**config.mk**
```make
export PLATFORM = sky130hd
export DESIGN_NAME = time_counter
export DESIGN_NICKNAME = d
export VERILOG_FILES = /design/src/rtl/time_counter.sv
export SDC_FILE = /design/constraint.sdc
export NUM_CORES = 1
export LEC_CHECK = 0
export ABC_AREA = 1
export CORE_MARGIN = 2
export CORE_UTILIZATION = 30
export CTS_CLUSTER_SIZE = 25
export DETAILED_ROUTE_END_ITERATION = 10
export GPL_ROUTABILITY_DRIVEN = 0
export MAX_ROUTING_LAYER = met4
export SYNTH_ARGS = -nofsm -noshare
export SYNTH_HDL_FRONTEND = slang
export SYNTH_SLANG_ARGS = --single-unit
```
**constraint.sdc**
```tcl
create_clock -name clk -period 3 [get_ports clk]
set_input_delay 0.9 -clock clk [delete_from_list [all_inputs] [get_ports clk]]
set_output_delay 0.9 -clock clk [all_outputs]
set_load 0.005 [all_outputs]
```
**src/rtl/time_counter.sv**
```systemverilog
// Time-of-day counter: BCD seconds/minutes/hours driven by a 1 Hz tick,
// with a three-state mode FSM for setting hours and minutes from two buttons.
module time_counter #(
    parameter int HOUR_MAX = 23
) (
    input  logic       clk,
    input  logic       reset,
    input  logic       tick_in,
    input  logic       btn_mode,
    input  logic       btn_inc,
    output logic [7:0] sec_bcd,
    output logic [7:0] min_bcd,
    output logic [7:0] hr_bcd,
    output logic [1:0] mode,
    output logic       set_active
);

    localparam logic [7:0] HOUR_MAX_BCD = 8'(((HOUR_MAX / 10) * 16) + (HOUR_MAX % 10));
    localparam logic [7:0] SIXTY_M1_BCD = 8'h59;

    typedef enum logic [1:0] {
        NORMAL  = 2'b00,
        SET_HR  = 2'b01,
        SET_MIN = 2'b10
    } state_t;

    state_t     state_q, state_d;
    logic [7:0] sec_q, sec_d;
    logic [7:0] min_q, min_d;
    logic [7:0] hr_q,  hr_d;

    logic       tick_q, btn_mode_q, btn_inc_q;
    // Cleared by reset and set on the first clock afterwards, so a tick_in
    // that is already high when reset releases is not taken as an edge.
    logic       armed_q;

    logic       tick_ev, mode_ev, inc_ev;

    // Two-digit BCD increment; low digit 9 rolls into the high digit.
    function automatic logic [7:0] bcd_inc(input logic [7:0] v);
        if (v[3:0] == 4'd9) begin
            return {v[7:4] + 4'd1, 4'd0};
        end
        return {v[7:4], v[3:0] + 4'd1};
    endfunction

    // BCD increment that wraps to 00 at (or above) the given maximum; BCD
    // values compare correctly as plain binary since digits are ordered.
    function automatic logic [7:0] bcd_wrap_inc(input logic [7:0] v, input logic [7:0] max);
        if (v >= max) begin
            return 8'h00;
        end
        return bcd_inc(v);
    endfunction

    assign tick_ev = tick_in  & ~tick_q & armed_q;
    assign mode_ev = btn_mode & ~btn_mode_q;
    assign inc_ev  = btn_inc  & ~btn_inc_q;

    // Registered copies of the inputs for rising-edge detection.
    always_ff @(posedge clk or negedge reset) begin
        if (!reset) begin
            tick_q     <= 1'b0;
            btn_mode_q <= 1'b0;
            btn_inc_q  <= 1'b0;
            armed_q    <= 1'b0;
        end else begin
            tick_q     <= tick_in;
            btn_mode_q <= btn_mode;
            btn_inc_q  <= btn_inc;
            armed_q    <= 1'b1;
        end
    end

    // Mode state and time-of-day registers.
    always_ff @(posedge clk or negedge reset) begin
        if (!reset) begin
            state_q <= NORMAL;
            sec_q   <= 8'h00;
            min_q   <= 8'h00;
            hr_q    <= 8'h00;
        end else begin
            state_q <= state_d;
            sec_q   <= sec_d;
            min_q   <= min_d;
            hr_q    <= hr_d;
        end
    end

    // Next state: a mode edge wins over tick and inc events in the same cycle.
    always_comb begin
        state_d = state_q;
        sec_d   = sec_q;
        min_d   = min_q;
        hr_d    = hr_q;
        if (mode_ev) begin
            case (state_q)
                NORMAL: begin
                    state_d = SET_HR;
                    sec_d   = 8'h00;
                end
                SET_HR:  state_d = SET_MIN;
                default: state_d = NORMAL;
            endcase
        end else begin
            case (state_q)
                NORMAL: begin
                    if (tick_ev) begin
                        sec_d = bcd_wrap_inc(sec_q, SIXTY_M1_BCD);
                        if (sec_q >= SIXTY_M1_BCD) begin
                            min_d = bcd_wrap_inc(min_q, SIXTY_M1_BCD);
                            if (min_q >= SIXTY_M1_BCD) begin
                                hr_d = bcd_wrap_inc(hr_q, HOUR_MAX_BCD);
                            end
                        end
                    end
                end
                SET_HR: begin
                    if (inc_ev) begin
                        hr_d = bcd_wrap_inc(hr_q, HOUR_MAX_BCD);
                    end
                end
                SET_MIN: begin
                    if (inc_ev) begin
                        min_d = bcd_wrap_inc(min_q, SIXTY_M1_BCD);
                    end
                end
                default: state_d = NORMAL;
            endcase
        end
    end

    assign sec_bcd    = sec_q;
    assign min_bcd    = min_q;
    assign hr_bcd     = hr_q;
    assign mode       = state_q;
    assign set_active = (state_q != NORMAL);

endmodule

```
==> results.cfg, run 1 <==
[outcome]
status = finished, final reports clean

[cts]
cts_resized = 0
insertion_delay_ns = 0.28
hold_buffers = 0
cts_buffers = 5
cts_root_buf = clkbuf_8
ctsHtreeMaxLevel = 2
cts.clk_slew.worst_paths_ns = 0.06
cts.path.max_buffers = 2
cts_num_sinks = 30
cts_tree = built
post_cts_buffers = 0

[layout]
layout.nets = 269
stdcell_count = 332
area_growth_pct = 27.94
n_antenna_cell = 0
stdcell_area_um2 = 2303
layout_commonest_cell = nand2_1
final_util = 0.3937
drive_gt1_frac = 0.1323
layout_common_cells = nand2_1 (48), inv_1 (31), clkdlybuf4s50_1 (31), dfrtp_1 (30), nor2_1 (22)

[synth]
synth_area_um2 = 1800
ys_types = 31
syn_avg_cell_area_um2 = 8.297
ys_seq_area_frac = 0.4170
postSynthRegisterBits = 30
syn_nets = 230
synth_cells = 217
ys_warn_count = 0

[detailed_routing]
drtIter0Drc = 91
vias = 1478
vias_per_cell = 4.452
wirelength_mm = 3.580
ant_nets = 0
dr.pass1.iters = 4
wl_per_cell_um = 10.78
drc = 0

[floorplan]
die_h_um = 81.47
fp-row-count = 28
dieArea_um2 = 6637
coreArea_um2 = 5851
initial_core_util = 0.3077
ioPinCount = 32
die_x_um = 81.47

[flow_run]
cap_violations = 0

[grt]
grt_max_degree = 31
grt_overflow_total = 0
grt_pass1_wl_mm = 6.292
antenna_found_initial = 0
grt.total_usage = 0.1267
grt_pass1_vias = 1427

[worst_setup_path]
slowest_delay_ns = 0.50
path_class = register to primary output
slowest_stage = dfrtp_1
path_cells = nor2_4 > inv_1 > clkdlybuf4s50_1
worstPathRequired_ns = 2.10
crit_path_start_kind = register
crit_start = mode[1]$_DFFE_PN0P_
crit_path_end_kind = primary output
arrival_ns = 1.63
timing.rr.start = hr_bcd[4]$_DFFE_PN0P_
crit_fanout = 7

[power]
peakVddDrop_mv = 0.3487
pwr-share-comb = 0.447
seqPwrFrac = 0.359
p_per_area_nw_per_um2 = 751.0
switching_share = 0.4015
clkPwrFrac = 0.194
p_leak_nw = 1.113
power.internal_mw = 1.035
p_sw_mw = 0.6946

[timing]
max_freq_ghz = 0.3954
hold_viol = 0
period_share = 0.8429
finalSetupTns_ns = 0
setup_viol = 0
rsz0062_at_grt = false
fin_skew_ns = 0.002728
min_period_ns = 2.529
maxSlewViolCount = 0

[place]
hpwl_mm = 2.715
dpl_cell_area_um2 = 2212
place_inst = 324
io_buffers = 31

[min_path]
hp-class = register to register
hold_start = hr_bcd[7]$_DFFE_PN0P_
==> cells by family after synthesis <==
family | share of synthesized area
and+or+nand+nor | 0.3301
buffers and inverters | 0.07019
DFF | 0.4170
AOI/OAI and AO/OA | 0.1008
adders and majority gates | 0.05560
xor gates and xnor gates | 0.02432
other | 0.002083
==> state kept, by name, summed over array words and instances, names as in the netlist <==
name        cells
hr_bcd          8
min_bcd         8
sec_bcd         8
mode            2
armed_q         1
btn_inc_q       1
btn_mode_q      1
tick_q          1
==> worst max-delay path: cells and delay by family (launching register included) <==
family	cells	cell delay (ns)
buffers and inverters	2	0.54
flip-flops	1	0.50
AND/OR/NAND/NOR	1	0.30
==> cell type report <==
type	instances	area, µm²
fill	603	3547
multi-input combinational	154	923.4
sequential	30	750.7
timing repair buffer	32	317.8
inverter	33	126.4
tap	75	93.84
clock buffer	7	86.33
clock inverter	1	5.005
==> final timing paths <==
check / end / slack [ns] / depth (start not counted)
worst max-delay path: set_active / 0.47 / 3
worst min-delay path: hr_bcd[7]$_DFFE_PN0P_ / 0.52 / 2
worst max register to register: hr_bcd[2]$_DFFE_PN0P_ / 1.36 / 6
worst min register to register: hr_bcd[7]$_DFFE_PN0P_ / 0.52 / 2
max in group asynchronous: min_bcd[4]$_DFFE_PN0P_ / 1.69 / 2
min in group asynchronous: sec_bcd[6]$_DFFE_PN0P_ / 1.01 / 2
==> routing by layer <==
metal	global-route usage	vias up	wire length (µm)
li1	-	781	-
met1	0.1576	672	1759
met2	0.2000	20	1630
met3	0.03297	5	138
met4	0.04407	0	51
met5	-	-	0
==> cells in the mapped netlist <==
master	instances	area (µm²)
nor3b_1	1	7.510
o21ai_4	1	16.27
nand2_1	48	180.2
ha_1	8	100.1
inv_1	31	116.4
dfrtp_1	30	750.7
nand2_2	5	31.28
nand3_1	15	75.07
o21ai_2	1	8.760
a21oi_2	1	8.760
inv_2	1	3.750
nand2_4	2	22.52
o21ai_1	5	25.02
xor2_1	5	43.79
nor2_1	22	82.58
o21bai_1	1	7.510
a21oi_1	1	5.000
o22ai_1	2	12.51
inv_4	1	6.260
conb_1	1	3.750
and2_1	1	6.260
or2_1	1	6.260
nor2_4	5	56.30
a211oi_4	1	20.02
nor3_1	3	15.01
a21oi_4	2	32.53
nand4_1	7	43.79
o21ai_0	9	45.04
nor2_2	2	12.51
nand3_2	2	20.02
nand3_4	2	35.03
==> through the flow <==
step / power (mW) / setup slack (ns) / hold slack [ns]
4_1_cts: 1.761 / 0.4359 / 0.5247
2_1_floorplan: 1.103 / 1.235 / 0.5095
3_5_place_dp: 1.411 / 0.6423 / 0.5116
6_report: 1.730 / 0.4712 / 0.5151
3_3_place_gp: 1.401 / 0.6785 / 0.5127
5_1_grt: 1.888 / 0.3468 / 0.5498
==> power groups by stage <==
stage	clock network (mW)	registers, mW	logic [mW]
floorplan	0	0.614	0.490
global placement	0	0.631	0.771
detailed placement	0	0.631	0.780
CTS	0.352	0.623	0.786
global route	0.367	0.646	0.875
finish	0.336	0.620	0.773
Note: power is estimated with default switching activity, not from simulation.
==> run 2: changes to the inputs <==
clock period = 2.4 ns   (was 3 ns; I/O delays follow)
==> run 2 against run 1 <==
Clock power up 25%. Die area unchanged. Clock-buffer cell count unchanged. Final cell count up 0.30%. Critical path depth unchanged. Power up 26%. Clock skew up 0.0034 ns. Worst setup slack worse by 0.25 ns.
==> results.cfg, run 2 (synthesis results as in run 1) <==
[outcome]
status = finished, final reports clean

[worst_setup_path]
arrival_ns = 1.46
slowest_delay_ns = 0.55
crit_path_start_kind = register
path_cells = nor2_4 > inv_1 > clkdlybuf4s50_1
crit_path_end_kind = primary output
path_class = register to primary output
worstPathRequired_ns = 1.68
crit_fanout = 6
slowest_stage = dfrtp_1

[power]
peakVddDrop_mv = 0.4019
p_per_area_nw_per_um2 = 944.8
p_leak_nw = 1.117

[min_path]
hp-class = register to register

[timing]
setup_ws_ns = 0.2184
min_period_ns = 2.182
period_share = 0.9090
maxSlewViolCount = 0
max_freq_ghz = 0.4584
finalSetupTns_ns = 0
setup_viol = 0
rsz0062_at_grt = false
fin_skew_ns = 0.006148
hold_viol = 0

[floorplan]
fp-row-count = 28
die_x_um = 81.47
coreArea_um2 = 5851
ioPinCount = 32
initial_core_util = 0.3077
die_h_um = 81.47
dieArea_um2 = 6637

[cts]
cts_root_buf = clkbuf_8
ctsHtreeMaxLevel = 2
cts_resized = 0
insertion_delay_ns = 0.28
hold_buffers = 0
cts_tree = built
cts_buffers = 5
post_cts_buffers = 0
cts.clk_slew.worst_paths_ns = 0.07
cts.path.max_buffers = 2
cts_num_sinks = 30

[detailed_routing]
ant_nets = 0
wl_per_cell_um = 11.13
drc = 0
vias = 1494
dr.pass1.iters = 4
wirelength_mm = 3.706
vias_per_cell = 4.486
drtIter0Drc = 78

[grt]
grt_max_degree = 31
grtUsageMet1 = 0.1652
grt_use_met2 = 0.2164
grt_overflow_total = 0
grt_pass1_vias = 1510
grt_pass1_wl_mm = 6.617
antenna_found_initial = 0
use_met3 = 0.02967
top_usage_layer = met2
grt.total_usage = 0.1337

[layout]
n_antenna_cell = 0
nFillCells = 603
drive_gt1_frac = 0.1357
layout_common_cells = nand2_1 (48), inv_1 (31), clkdlybuf4s50_1 (31), dfrtp_1 (30), nor2_1 (22)
stdcell_count = 333
final_util = 0.3950
area_growth_pct = 28.35
layout.nets = 270
layout_commonest_cell = nand2_1

[place]
dp_slack_ns = 0.2051
place_inst = 325
hpwl_mm = 2.778
io_buffers = 31

[flow_run]
cap_violations = 0
[run 2: cell count changes in the layout (fill, tap and decap cells not counted)]
cell   change
buf_4      +1
[run 2: per-layer routing]
| layer | up-vias | wire [µm] |
|---|---|---|
| met1 | 688 | 1769 |
| met5 | - | 0 |
| li1 | 773 | - |
| met2 | 24 | 1742 |
| met4 | 0 | 65 |
| met3 | 9 | 128 |
[run 2: layout make-up]
type                       count  area [µm²]  share of cell area
timing repair buffer          33       325.3              0.1408
multi-input combinational    154       923.4              0.3996
tap                           75       93.84             0.04061
clock buffer                   7       86.33             0.03736
inverter                      33       126.4             0.05468
clock inverter                 1       5.005            0.002166
sequential                    30       750.7              0.3249
[run 2: power by group]
part / total (mW) / internal (mW) / switching (mW)
Clock: 0.421 / 0.231 / 0.190
Combinational: 0.986 / 0.460 / 0.526
Sequential: 0.777 / 0.617 / 0.161
Total: 2.18 / 1.31 / 0.876
[run 2: path summary, 6_finish.rpt]
| check | cells after the start | startpoint | slack (ns) | end |
|---|---|---|---|---|
| max | 3 | mode[1]$_DFFE_PN0P_ | 0.22 | set_active |
| min | 2 | hr_bcd[7]$_DFFE_PN0P_ | 0.52 | hr_bcd[7]$_DFFE_PN0P_ |
| max reg2reg | 7 | hr_bcd[4]$_DFFE_PN0P_ | 0.79 | hr_bcd[5]$_DFFE_PN0P_ |
| min reg2reg | 2 | hr_bcd[7]$_DFFE_PN0P_ | 0.52 | hr_bcd[7]$_DFFE_PN0P_ |
| max in group asynchronous | 2 | reset | 1.28 | min_bcd[7]$_DFFE_PN0P_ |
| min in group asynchronous | 2 | reset | 0.82 | sec_bcd[0]$_DFFE_PN0P_ |
[run 2: worst max-delay path: cells and delay by family, from the launching register on]
kind / cells / cell delay (ns)
buf+inv: 2 / 0.55
flops: 1 / 0.55
simple gates: 1 / 0.08
[run 2: metrics by stage]
stage	instance area [µm²]	hold WS, ns	power (mW)
after floorplan	1800	0.4244	1.379
after global placement	2220	0.5115	1.770
after detailed placement	2220	0.5156	1.781
after CTS	2311	0.5255	2.215
after global routing	2311	0.5433	2.382
final	2311	0.5196	2.183
==> run 3: changes to the inputs <==
GPL_TIMING_DRIVEN = 0   (was unset)
==> run 3 against run 2 <==
Final area is 1.2% lower. Clock skew is 0.00070 ns higher. Critical endpoint unchanged. Core utilization is 0.49 points lower. Global-route usage is 0.95 points lower. Maximum frequency is 5.7% lower. Clock power is 7.1% lower. Clock-buffer cell count is 1 lower.
==> results.cfg, run 3 (synthesis results as in run 1) <==
[floorplan]
initial_core_util = 0.3077
die_x_um = 81.47
die_h_um = 81.47
fp-row-count = 28
ioPinCount = 32
dieArea_um2 = 6637
coreArea_um2 = 5851

[detailed_routing]
vias_per_cell = 4.498
wl_per_cell_um = 10.74
wl_met2_mm = 1.677
dr.pass1.iters = 4
vias = 1480
wirelength_mm = 3.534
m1WireLength_mm = 1.654
ant_nets = 0
top_layer = met4
drtIter0Drc = 56
drc = 0
met3_length_um = 145

[timing]
hold_viol = 0
period_share = 0.9635
setup_viol = 0
maxSlewViolCount = 0
setup_ws_ns = 0.08759
slew_headroom = 0.5390
fin_skew_ns = 0.006848
max_freq_ghz = 0.4325
worst_pin_slew_ns = 0.6915
min_period_ns = 2.312
rsz0062_at_grt = false

[grt]
grt_pass1_vias = 1420
grt_overflow_total = 0
grt.total_usage = 0.1242
grt_max_degree = 31
antenna_found_initial = 0
grt_pass1_wl_mm = 6.223

[worst_setup_path]
crit_path_end_kind = primary output
worstPathRequired_ns = 1.68
timing.rr.start = hr_bcd[4]$_DFFE_PN0P_
arrival_ns = 1.59
r2r_slack_ns = 0.80
path_class = register to primary output
crit_path_start_kind = register
r2r_cells = 7
r2r-end = hr_bcd[4]$_DFFE_PN0P_
crit_fanout = 7

[layout]
layout_common_cells = nand2_1 (48), inv_1 (31), dfrtp_1 (30), clkdlybuf4s50_1 (30), nor2_1 (22)
stdcell_area_um2 = 2282
n_antenna_cell = 0
nFillCells = 601
area_growth_pct = 26.75
layout.nets = 268
drive_gt1_frac = 0.1299
final_util = 0.3901
layout_commonest_cell = nand2_1

[cts]
cts_tree = built
cts_buffers = 5
insertion_delay_ns = 0.28
cts_root_buf = clkbuf_8
cts.clk_slew.worst_paths_ns = 0.06
cts_num_sinks = 30
cts.path.max_buffers = 2
ctsHtreeMaxLevel = 2
post_cts_buffers = 0

[place]
dp_slack_ns = 0.1778
dpl_cell_area_um2 = 2200
hpwl_mm = 2.693
io_buffers = 31

[power]
p_per_area_nw_per_um2 = 934.1
p_leak_nw = 1.103
peakVddDrop_mv = 0.4747
total_power_mw = 2.132

[outcome]
status = finished, final reports clean

[min_path]
hp-class = input port to asynchronous set/reset pin

[flow_run]
cap_violations = 0
==> run 3: cell count changes in the layout (fill, tap and decap cells not counted) <==
cell / before / now
clkinv_2: 1 / 0
clkbuf_1: 1 / 0
buf_2: 0 / 1
buf_4: 2 / 0
clkdlybuf4s50_1: 31 / 30
==> run 3: critical path, cell delays in order (launching register included) <==
cell             delay (ns)
dfrtp_1                0.50
nor2_4                 0.29
inv_1                  0.07
clkdlybuf4s50_1        0.45
==> run 3: area by class of cell <==
class | count | area [µm²] | share of cell area
flip-flops and latches | 30 | 750.7 | 0.3289
inverters | 33 | 126.4 | 0.05537
repair buffers | 31 | 305.3 | 0.1338
well taps | 75 | 93.84 | 0.04112
multi-input cells | 154 | 923.4 | 0.4046
clock buffers | 6 | 82.58 | 0.03618
==> run 3: layer usage <==
metal	GRT usage	vias up
li1	-	764
met1	0.1538	682
met4	0.04068	0
met3	0.03077	7
met5	-	-
met2	0.1992	27
==> run 3: power by group <==
part	internal, mW	switching, mW
clock network	0.220	0.171
registers	0.617	0.158
logic	0.446	0.520
total	1.28	0.849
==> run 3: worst max-delay path by stage <==
stage | slack (ns) | to | depth (start not counted) | from
finish | 0.09 | set_active | 3 | mode[1]$_DFFE_PN0P_
global route | 0.001 | set_active | 3 | mode[1]$_DFFE_PN0P_
CTS | 0.03 | set_active | 3 | mode[1]$_DFFE_PN0P_
detailed placement | 0.18 | min_bcd[7]$_DFFE_PN0P_ | 5 | btn_inc
global placement | -0.04 | hr_bcd[1]$_DFFE_PN0P_ | 1 | reset
floorplan | 0.82 | min_bcd[7]$_DFFE_PN0P_ | 4 | btn_inc
==> run 3: timing repair <==
action                     in CTS  in global routing
gates resized for setup         0                  0
hold buffers                    0                  0
setup endpoints to repair       0                  1
==> run 3: per-stage QoR <==
stage          hold WS (ns)  cells  setup TNS (ns)
2_1_floorplan        0.4244    217               0
3_3_place_gp         0.5074    323          -1.126
3_5_place_dp         0.5077    323               0
4_1_cts              0.5114    329               0
5_1_grt              0.5324    329               0
6_report             0.4827    329               0
